==> src/rtl/imem_uart_loader.sv <==
// imem_uart_loader
//   UART boot loader for the instruction memory write port. Receives a framed
//   byte stream (0xA5, word count N, N little-endian 32-bit words) and issues
//   each completed word as a one-cycle write on IMEM_WE/IMEM_A/IMEM_WD.
//
// Ports
//   CLK      in   system clock, rising edge
//   RST_N    in   asynchronous active-low reset
//   RX       in   UART serial input, 8N1, idle high, asynchronous to CLK
//   IMEM_WE  out  one-cycle write strobe
//   IMEM_A   out  byte address (word index << 2)
//   IMEM_WD  out  write data, valid while IMEM_WE is high
//   LOADING  out  frame in progress (hold core in reset, mux address)
//   DONE     out  sticky, last frame completed
//   ERR      out  sticky, last frame aborted
//
// Build option
//   LOADER_CHECKSUM_EN : when defined, a trailing byte equal to the XOR of all
//                        data bytes is required before DONE.
//
// Receiver states
//   RX_IDLE  | waiting for a falling edge on the synchronised line
//   RX_START | timing to mid start bit, rejecting glitches
//   RX_DATA  | sampling 8 data bits LSB first at mid-bit
//   RX_STOP  | sampling stop bit, strobing byte or framing error
//
// Loader states
//   L_IDLE    | waiting for sync byte 0xA5
//   L_SYNC_OK | sync seen, waiting for word count
//   L_DATA    | assembling and writing words
//   L_CSUM    | waiting for checksum byte (checksum build only)
//   L_DONE    | frame completed, DONE held
//   L_ERR     | frame aborted, ERR held
module imem_uart_loader #(
    parameter int CLKS_PER_BIT = 87,
    parameter int DEPTH_WORDS  = 20
) (
    input  logic        CLK,
    input  logic        RST_N,
    input  logic        RX,
    output logic        IMEM_WE,
    output logic [31:0] IMEM_A,
    output logic [31:0] IMEM_WD,
    output logic        LOADING,
    output logic        DONE,
    output logic        ERR
);

    localparam logic [15:0] TMR_FULL = 16'(CLKS_PER_BIT - 1);
    localparam logic [15:0] TMR_HALF = 16'(CLKS_PER_BIT / 2 - 1);
    localparam logic [7:0]  MAX_N    = 8'(DEPTH_WORDS);
    localparam logic [7:0]  SYNC     = 8'hA5;

    typedef enum logic [1:0] {RX_IDLE, RX_START, RX_DATA, RX_STOP} rx_state_t;

    rx_state_t   rx_st;
    logic        rx_meta, rx_sync, rx_prev;
    logic [15:0] bit_tmr;
    logic [2:0]  bit_idx;
    logic [7:0]  rx_shift;
    logic        byte_vld, byte_ferr;

    always_ff @(posedge CLK or negedge RST_N) begin
        if (!RST_N) begin
            rx_meta   <= 1'b1;
            rx_sync   <= 1'b1;
            rx_prev   <= 1'b1;
            rx_st     <= RX_IDLE;
            bit_tmr   <= '0;
            bit_idx   <= '0;
            rx_shift  <= '0;
            byte_vld  <= 1'b0;
            byte_ferr <= 1'b0;
        end else begin
            rx_meta   <= RX;
            rx_sync   <= rx_meta;
            rx_prev   <= rx_sync;
            byte_vld  <= 1'b0;
            byte_ferr <= 1'b0;
            case (rx_st)
                RX_IDLE: begin
                    if (rx_prev && !rx_sync) begin
                        bit_tmr <= TMR_HALF;
                        rx_st   <= RX_START;
                    end
                end
                RX_START: begin
                    if (bit_tmr != 16'd0) begin
                        bit_tmr <= bit_tmr - 16'd1;
                    end else if (rx_sync) begin
                        rx_st <= RX_IDLE;   // glitch, not a start bit
                    end else begin
                        bit_tmr <= TMR_FULL;
                        bit_idx <= '0;
                        rx_st   <= RX_DATA;
                    end
                end
                RX_DATA: begin
                    if (bit_tmr != 16'd0) begin
                        bit_tmr <= bit_tmr - 16'd1;
                    end else begin
                        rx_shift <= {rx_sync, rx_shift[7:1]};
                        bit_tmr  <= TMR_FULL;
                        if (bit_idx == 3'd7) rx_st <= RX_STOP;
                        else                 bit_idx <= bit_idx + 3'd1;
                    end
                end
                RX_STOP: begin
                    if (bit_tmr != 16'd0) begin
                        bit_tmr <= bit_tmr - 16'd1;
                    end else begin
                        rx_st <= RX_IDLE;
                        if (rx_sync) byte_vld  <= 1'b1;
                        else         byte_ferr <= 1'b1;
                    end
                end
                default: rx_st <= RX_IDLE;
            endcase
        end
    end

`ifdef LOADER_CHECKSUM_EN
    typedef enum logic [2:0] {L_IDLE, L_SYNC_OK, L_DATA, L_CSUM, L_DONE, L_ERR} ld_state_t;
`else
    typedef enum logic [2:0] {L_IDLE, L_SYNC_OK, L_DATA, L_DONE, L_ERR} ld_state_t;
`endif

    ld_state_t   ld_st;
    logic [7:0]  n_words;
    logic [7:0]  word_idx;
    logic [1:0]  lane;
    logic [23:0] wd_sr;     // lanes 0..2, newest byte at the top
    logic [7:0]  csum;

    always_ff @(posedge CLK or negedge RST_N) begin
        if (!RST_N) begin
            ld_st    <= L_IDLE;
            n_words  <= '0;
            word_idx <= '0;
            lane     <= '0;
            wd_sr    <= '0;
            csum     <= '0;
            IMEM_WE  <= 1'b0;
            IMEM_A   <= '0;
            IMEM_WD  <= '0;
            LOADING  <= 1'b0;
            DONE     <= 1'b0;
            ERR      <= 1'b0;
        end else begin
            IMEM_WE <= 1'b0;
            case (ld_st)
                L_IDLE, L_DONE, L_ERR: begin
                    if (byte_vld && rx_shift == SYNC) begin
                        DONE  <= 1'b0;
                        ERR   <= 1'b0;
                        ld_st <= L_SYNC_OK;
                    end
                end
                L_SYNC_OK: begin
                    if (byte_ferr) begin
                        ERR   <= 1'b1;
                        ld_st <= L_ERR;
                    end else if (byte_vld) begin
                        if (rx_shift != 8'd0 && rx_shift <= MAX_N) begin
                            n_words  <= rx_shift;
                            word_idx <= '0;
                            lane     <= '0;
                            csum     <= '0;
                            LOADING  <= 1'b1;
                            ld_st    <= L_DATA;
                        end else begin
                            ERR   <= 1'b1;
                            ld_st <= L_ERR;
                        end
                    end
                end
                L_DATA: begin
                    if (byte_ferr) begin
                        LOADING <= 1'b0;
                        ERR     <= 1'b1;
                        ld_st   <= L_ERR;
                    end else if (byte_vld) begin
                        lane <= lane + 2'd1;
                        csum <= csum ^ rx_shift;
                        if (lane == 2'd3) begin
                            IMEM_WE  <= 1'b1;
                            IMEM_WD  <= {rx_shift, wd_sr};
                            IMEM_A   <= {22'd0, word_idx, 2'b00};
                            word_idx <= word_idx + 8'd1;
                            if (word_idx == n_words - 8'd1) begin
`ifdef LOADER_CHECKSUM_EN
                                ld_st   <= L_CSUM;
`else
                                LOADING <= 1'b0;
                                DONE    <= 1'b1;
                                ld_st   <= L_DONE;
`endif
                            end
                        end else begin
                            wd_sr <= {rx_shift, wd_sr[23:8]};
                        end
                    end
                end
`ifdef LOADER_CHECKSUM_EN
                L_CSUM: begin
                    if (byte_ferr) begin
                        LOADING <= 1'b0;
                        ERR     <= 1'b1;
                        ld_st   <= L_ERR;
                    end else if (byte_vld) begin
                        LOADING <= 1'b0;
                        if (rx_shift == csum) begin
                            DONE  <= 1'b1;
                            ld_st <= L_DONE;
                        end else begin
                            ERR   <= 1'b1;
                            ld_st <= L_ERR;
                        end
                    end
                end
`endif
                default: ld_st <= L_IDLE;
            endcase
        end
    end

endmodule

==> config.mk <==
export PLATFORM = sky130hd
export DESIGN_NAME = imem_uart_loader
export DESIGN_NICKNAME = d
export VERILOG_FILES = /design/src/rtl/imem_uart_loader.sv
export SDC_FILE = /design/constraint.sdc
export NUM_CORES = 1
export LEC_CHECK = 0
export ABC_AREA = 0
export CAP_MARGIN = 30
export CORE_MARGIN = 3
export CORE_UTILIZATION = 35
export CTS_CLUSTER_SIZE = 16
export DETAILED_ROUTE_END_ITERATION = 16
export PLACE_DENSITY = 0.63
export SLEW_MARGIN = 10
export SYNTH_ARGS = -nofsm -noshare
export SYNTH_HDL_FRONTEND = slang
export SYNTH_SLANG_ARGS = --single-unit
==> constraint.sdc <==
create_clock -name CLK -period 2.2 [get_ports CLK]
set_input_delay 0.33 -clock CLK [delete_from_list [all_inputs] [get_ports CLK]]
set_output_delay 0.33 -clock CLK [all_outputs]
set_load 0.05 [all_outputs]
-- Word-level counts from Yosys, hierarchy flattened
Index checks and enable logic that the tools add are counted.
- input port bits: 3
- output and inout port bits: 68
- logic and storage cells: 158
- register bits: 123
- multiplexer cells: 69
- bitwise operators: 3
- eq/ne operators: 34
- reductions and logical operators: 26
- $lt $le $gt $ge: 1
- add/sub/neg operators: 5
- operators with widths (operator ; number):
    2-to-1 mux 16 bit ; 5
    case mux 16 bit (4 select lines) ; 1
    2-to-1 mux 8 bit ; 6
    2-to-1 mux 3 bit ; 12
    inequality test 2 bit (second input constant) ; 17
    2-to-1 mux 1 bit ; 26
    2-to-1 mux 2 bit ; 11
    AND reduction 5 bit ; 4
    inequality test 3 bit (second input constant) ; 6
    case mux 8 bit (2 select lines) ; 1
    nonzero test 16 bit ; 1
    subtractor 16 x 1 -> 16 bit (second input constant) ; 1
    AND reduction 7 bit ; 2
    AND reduction 4 bit ; 3
    AND reduction 6 bit ; 2
    case mux 3 bit (3 select lines) ; 1
    adder 8 x 1 -> 8 bit (second input constant) ; 1
    == test 8 bit ; 1
    == test 8 bit (second input constant) ; 1
    less-or-equal comparator 8 x 5 -> 1 bit (second input constant) ; 1
    case mux 2 bit (4 select lines) ; 1
    nonzero test 8 bit ; 1
    subtractor 8 x 1 -> 8 bit (second input constant) ; 1
    == test 2 bit (second input constant) ; 3
    20 further kinds ; 29

-- Logic depth before layout (Yosys ltp)
- depth after elaboration: 7
- gate-level depth with buffers: 8
- mapped depth without buffers: 7

-- Worst setup path after synthesis
Ideal clock, no wire load.
- kind: flip-flop to flip-flop
- start: register rx_st[0]
- end: register bit_tmr[0]
- data required time: 2117 ps
- slack: 176 ps
- path buffers: 1
- clock period less this slack: 2024 ps
- library setup time: 83 ps
- data arrival time: 1941 ps
- stages on the path, launching flop included: 7
- path through: dfrtp_1 ha_1 clkbuf_1 a21oi_1 o31ai_2 or4_1 o21ai_0
- word-level cells in the longest chain between the ends: 3
- elaborated cells between the ends (all ways): 9
- classes of those cells: eq/ne (6); mux (1); reduce/logical (2)
- ends and longest elaborated chain (item ; RTL line ; text):
    start: declaration ; 56 ; rx_state_t rx_st;
    start signal: assignment ; 68 ; rx_st <= RX_IDLE;
    start signal: assignment ; 84 ; rx_st <= RX_START;
    start signal: assignment ; 91 ; rx_st <= RX_IDLE;
    == test 2 x 1 -> 1 bit (tied with other cells) ; 80 ; case (rx_st)
    inequality test 3 bit (no line) or inequality test 2 bit (tied branches) ; n/a ;
    AND reduction 3 bit (no line) ; n/a ;
    end signal: assignment ; 89 ; bit_tmr <= bit_tmr - 16'd1;
    end signal: assignment ; 100 ; bit_tmr <= bit_tmr - 16'd1;
    end signal: assignment ; 110 ; bit_tmr <= bit_tmr - 16'd1;
    end: declaration ; 58 ; logic [15:0] bit_tmr;
Several ways; a longest one is shown, not always the timed one.
A chain may end at the register's enable or synchronous reset.

-- Worst setup path after layout
- start: register n_words[0]
- end: register DONE
- word-level cells in the longest chain between the ends: 4
- ends and longest elaborated chain (item ; RTL line ; text):
    start: declaration ; 129 ; logic [7:0] n_words;
    start signal: assignment ; 165 ; n_words <= rx_shift;
    subtractor 8 x 1 -> 8 bit ; 190 ; if (word_idx == n_words - 8'd1) begin
    == test 8 bit ; 190 ;
    inequality test 2 bit (no line) ; n/a ;
    AND reduction 6 bit (no line) ; n/a ;
    end signal: assignment ; 147 ; DONE <= 1'b0;
    end signal: assignment ; 154 ; DONE <= 1'b0;
    end signal: assignment ; 195 ; DONE <= 1'b1;
    end: declaration ; 45 ; output logic DONE,
No other way between the ends.

==> results.yml <==
outcome:
  outcome: "finished, final reports clean"
synth:
  synthArstFlopShare_pct: 100
  synth-seq-area-share_pct: 50.8
  ys.flop_type: "dfrtp_1"
  synth_area_per_cell_um2: 11.7
  yosys_warnings: 0
  yosysUniqueCellTypes: 69
  synth-edff-count: 0
  synth_cells: 517
  synth-seq-cells: 123
  synthesis.area_um2: 6070
die:
  die_h_um: 138
  io_pins: 71
  die_area_um2: 19000
  die_x_um: 138
  rows: 47
  core_um2: 16800
  start_util_pct: 36.2
global_route:
  grt_max_degree: 50
  grtUsageTotal_pct: 13.3
  grt_pass1_wl_mm: 20.1
  grt_pass1_vias: 4035
  antenna_found_initial: 0
  grt_overflow: 0
timing:
  fin_setup_tns_ps: 0
  period_share_pct: 95.2
  fin_crit_ps: 2090
  clock_skew_ps: 10.3
  fmax_ghz: 0.478
  tightest_slew_ps: 518
  slew_headroom_pct: 65.4
  setup_viol: 0
  slew_violations: 0
  finalHoldViolations: 0
layout:
  syn_to_final_growth_pct: 22.5
  design_area_um2: 7440
  antennaDiodeCount: 0
  drive_above_1_share_pct: 25.6
  layout_commonest_cell: "dfrtp_1"
  mostFrequentLayoutCells: "dfrtp_1 (119), mux2_2 (50), clkdlybuf4s50_1 (45), nor2_1 (37), nand2_1 (25)"
  utilization_pct: 44.4
  layout.cells.non_filler: 813
  fin_nets: 595
flow_run:
  maxCapViolations: 0
power_and_ir_drop:
  powerDensity_nw_per_um2: 952
  peakVddDrop_mv: 0.626
  leakage_uw: 0.00347
  p_total_uw: 7080
critical_path:
  rr_worst_depth: 7
  r2r_end: "DONE$_DFFE_PN0P_"
  crit_type: "reg -> reg"
  setup.worst_path.start: "n_words[0]$_DFFE_PN0P_"
  worstSetupStartpointType: "register"
  crit_end: "DONE$_DFFE_PN0P_"
  cp.required_ps: 2550
  endpoint_kind: "register"
  critPathArrivalTime_ps: 2440
  rrSetupSlack_ps: 110
  critical_path.max_fanout: 4
  reg2reg_from: "n_words[0]$_DFFE_PN0P_"
placement:
  dpl.cell_count: 779
  port_buffers: 46
  gp_congestion: 0.821
  dp_hpwl_mm: 8.19
  postPlaceCellArea_um2: 6770
routing:
  viasPerCell: 5.01
  ant_nets: 0
  drc: 0
  detail_route.wl_per_cell_um: 14.7
  routed_wl_mm: 11.9
  drtIter0Drc: 221
  dr.pass1.iters: 4
  vias: 4071
clock_tree:
  cts-root-buf: "clkbuf_16"
  htreeDepth: 4
  cts.sinks: 123
  clk_pin_slew_worst_paths_ps: 60
  cts_tree: "yes"
  clkLatencyLatePin_ps: 410
  cts.path.max_buffers: 2
  numCtsBuffers: 17
min_path:
  hold_path_class: "in -> reg"
power breakdown:
| group | switching, uW | internal (uW) | leakage [uW] | total [uW] |
|---|---|---|---|---|
| Combinational | 1050 | 660 | 0.00150 | 1710 |
| Clock | 1070 | 1690 | 0.000280 | 2760 |
| Sequential | 190 | 2430 | 0.00169 | 2620 |
| Total | 2310 | 4780 | 0.00347 | 7080 |
flip-flops by register name, summed over array words and instances, names as in the netlist, named ones only:
name,flops
IMEM_WE,1
LOADING,1
rx_st,1
DONE,1
word_idx,8
ERR,1
bit_idx,3
IMEM_WD,32
byte_vld,1
rx_sync,1
wd_sr,24
bit_tmr,16
rx_shift,8
lane,2
IMEM_A,8
n_words,8
byte_ferr,1
ld_st,3
rx_meta,1
rx_prev,1
metrics by stage:
step           hold WS [ps]  setup WS [ps]
3_5_place_dp            340           26.9
6_report                324            106
3_3_place_gp            331            119
2_1_floorplan          34.4            176
5_1_grt                 329          -7.77
4_1_cts                 310           20.2
logic make-up (layout without fill, tap and decap cells):
group | after synthesis | after routing | share of synthesized area [%]
other | 1 | 24 | 0.0618
buffers and inverters | 66 | 119 | 6.62
AND/OR/NAND/NOR | 137 | 137 | 12.3
XOR/XNOR | 19 | 19 | 2.86
adder cells (fa/ha/maj) | 12 | 12 | 2.47
AO/OA/AOI/OAI | 87 | 87 | 10.3
multiplexers | 72 | 72 | 14.6
flip-flops | 123 | 123 | 50.8
worst max-delay path: stages (launching register included):
cell,delay [ps]
dfrtp_1,420
inv_1,90
ha_1,180
or3b_2,510
nor4_2,200
o2111ai_2,180
nor4b_2,320
nand2b_1,140
cell usage after synthesis, types with 3 or more instances:
master	number	area share (%)
xor2_1	12	1.7
nand4_1	5	0.52
or3_1	6	0.62
o21ai_0	22	1.8
clkbuf_1	9	0.56
buf_4	25	3.1
dfstp_2	3	1.3
mux2_2	50	9.3
o2111ai_1	6	0.87
nand3b_1	4	0.49
nor4_1	5	0.52
buf_2	9	0.74
and2_1	6	0.62
o211ai_1	3	0.37
xnor2_1	6	0.87
nand3_1	6	0.49
inv_1	17	1.1
a21o_1	5	0.62
a21oi_1	16	1.3
nand2_1	26	1.6
or4_1	7	0.87
dfrtp_1	120	49
nand2b_1	8	0.82
o21a_1	3	0.37
ha_1	12	2.5
o31ai_1	8	0.99
mux2_4	20	4.9
nor3_1	11	0.91
nor2_1	37	2.3
layout make-up:
type	instances	area, um2
fill	1545	9320
sequential	123	3080
multi-input combinational	351	2740
timing repair buffer	70	691
clock buffer	18	429
tap	220	275
clock inverter	14	160
inverter	17	63.8
how the worst min path moves through the flow:
stage                                 end  startpoint  slack [ps]  cells past startpoint
detailed placement  IMEM_A[8]$_DFFE_PN0P_       RST_N         340                      1
finish                  rx_meta$_DFF_PN1_          RX         320                      1
CTS                     rx_meta$_DFF_PN1_          RX         310                      1
global placement    IMEM_A[7]$_DFFE_PN0P_       RST_N         330                      1
floorplan                DONE$_DFFE_PN0P_       RST_N          30                      0
global route            rx_meta$_DFF_PN1_          RX         330                      1
layer usage:
metal | wire length (um) | vias to the layer above | share of wire [%] | global-route usage [%]
met1 | 5470 | 2055 | 46 | 17.2
met5 | 0 | - | 0 | 0
met3 | 531 | 8 | 4.4 | 3.80
met4 | 111 | 0 | 0.93 | 3.51
met2 | 5830 | 77 | 49 | 22.0
li1 | - | 1931 | - | -
repair_timing:
action,CTS,global route
buffers inserted,0,1
resized for setup,0,11
setup endpoints to repair,0,28
hold endpoints to repair,35,0
hold buffers,1,0
Note: power is estimated with default switching activity, not from simulation.
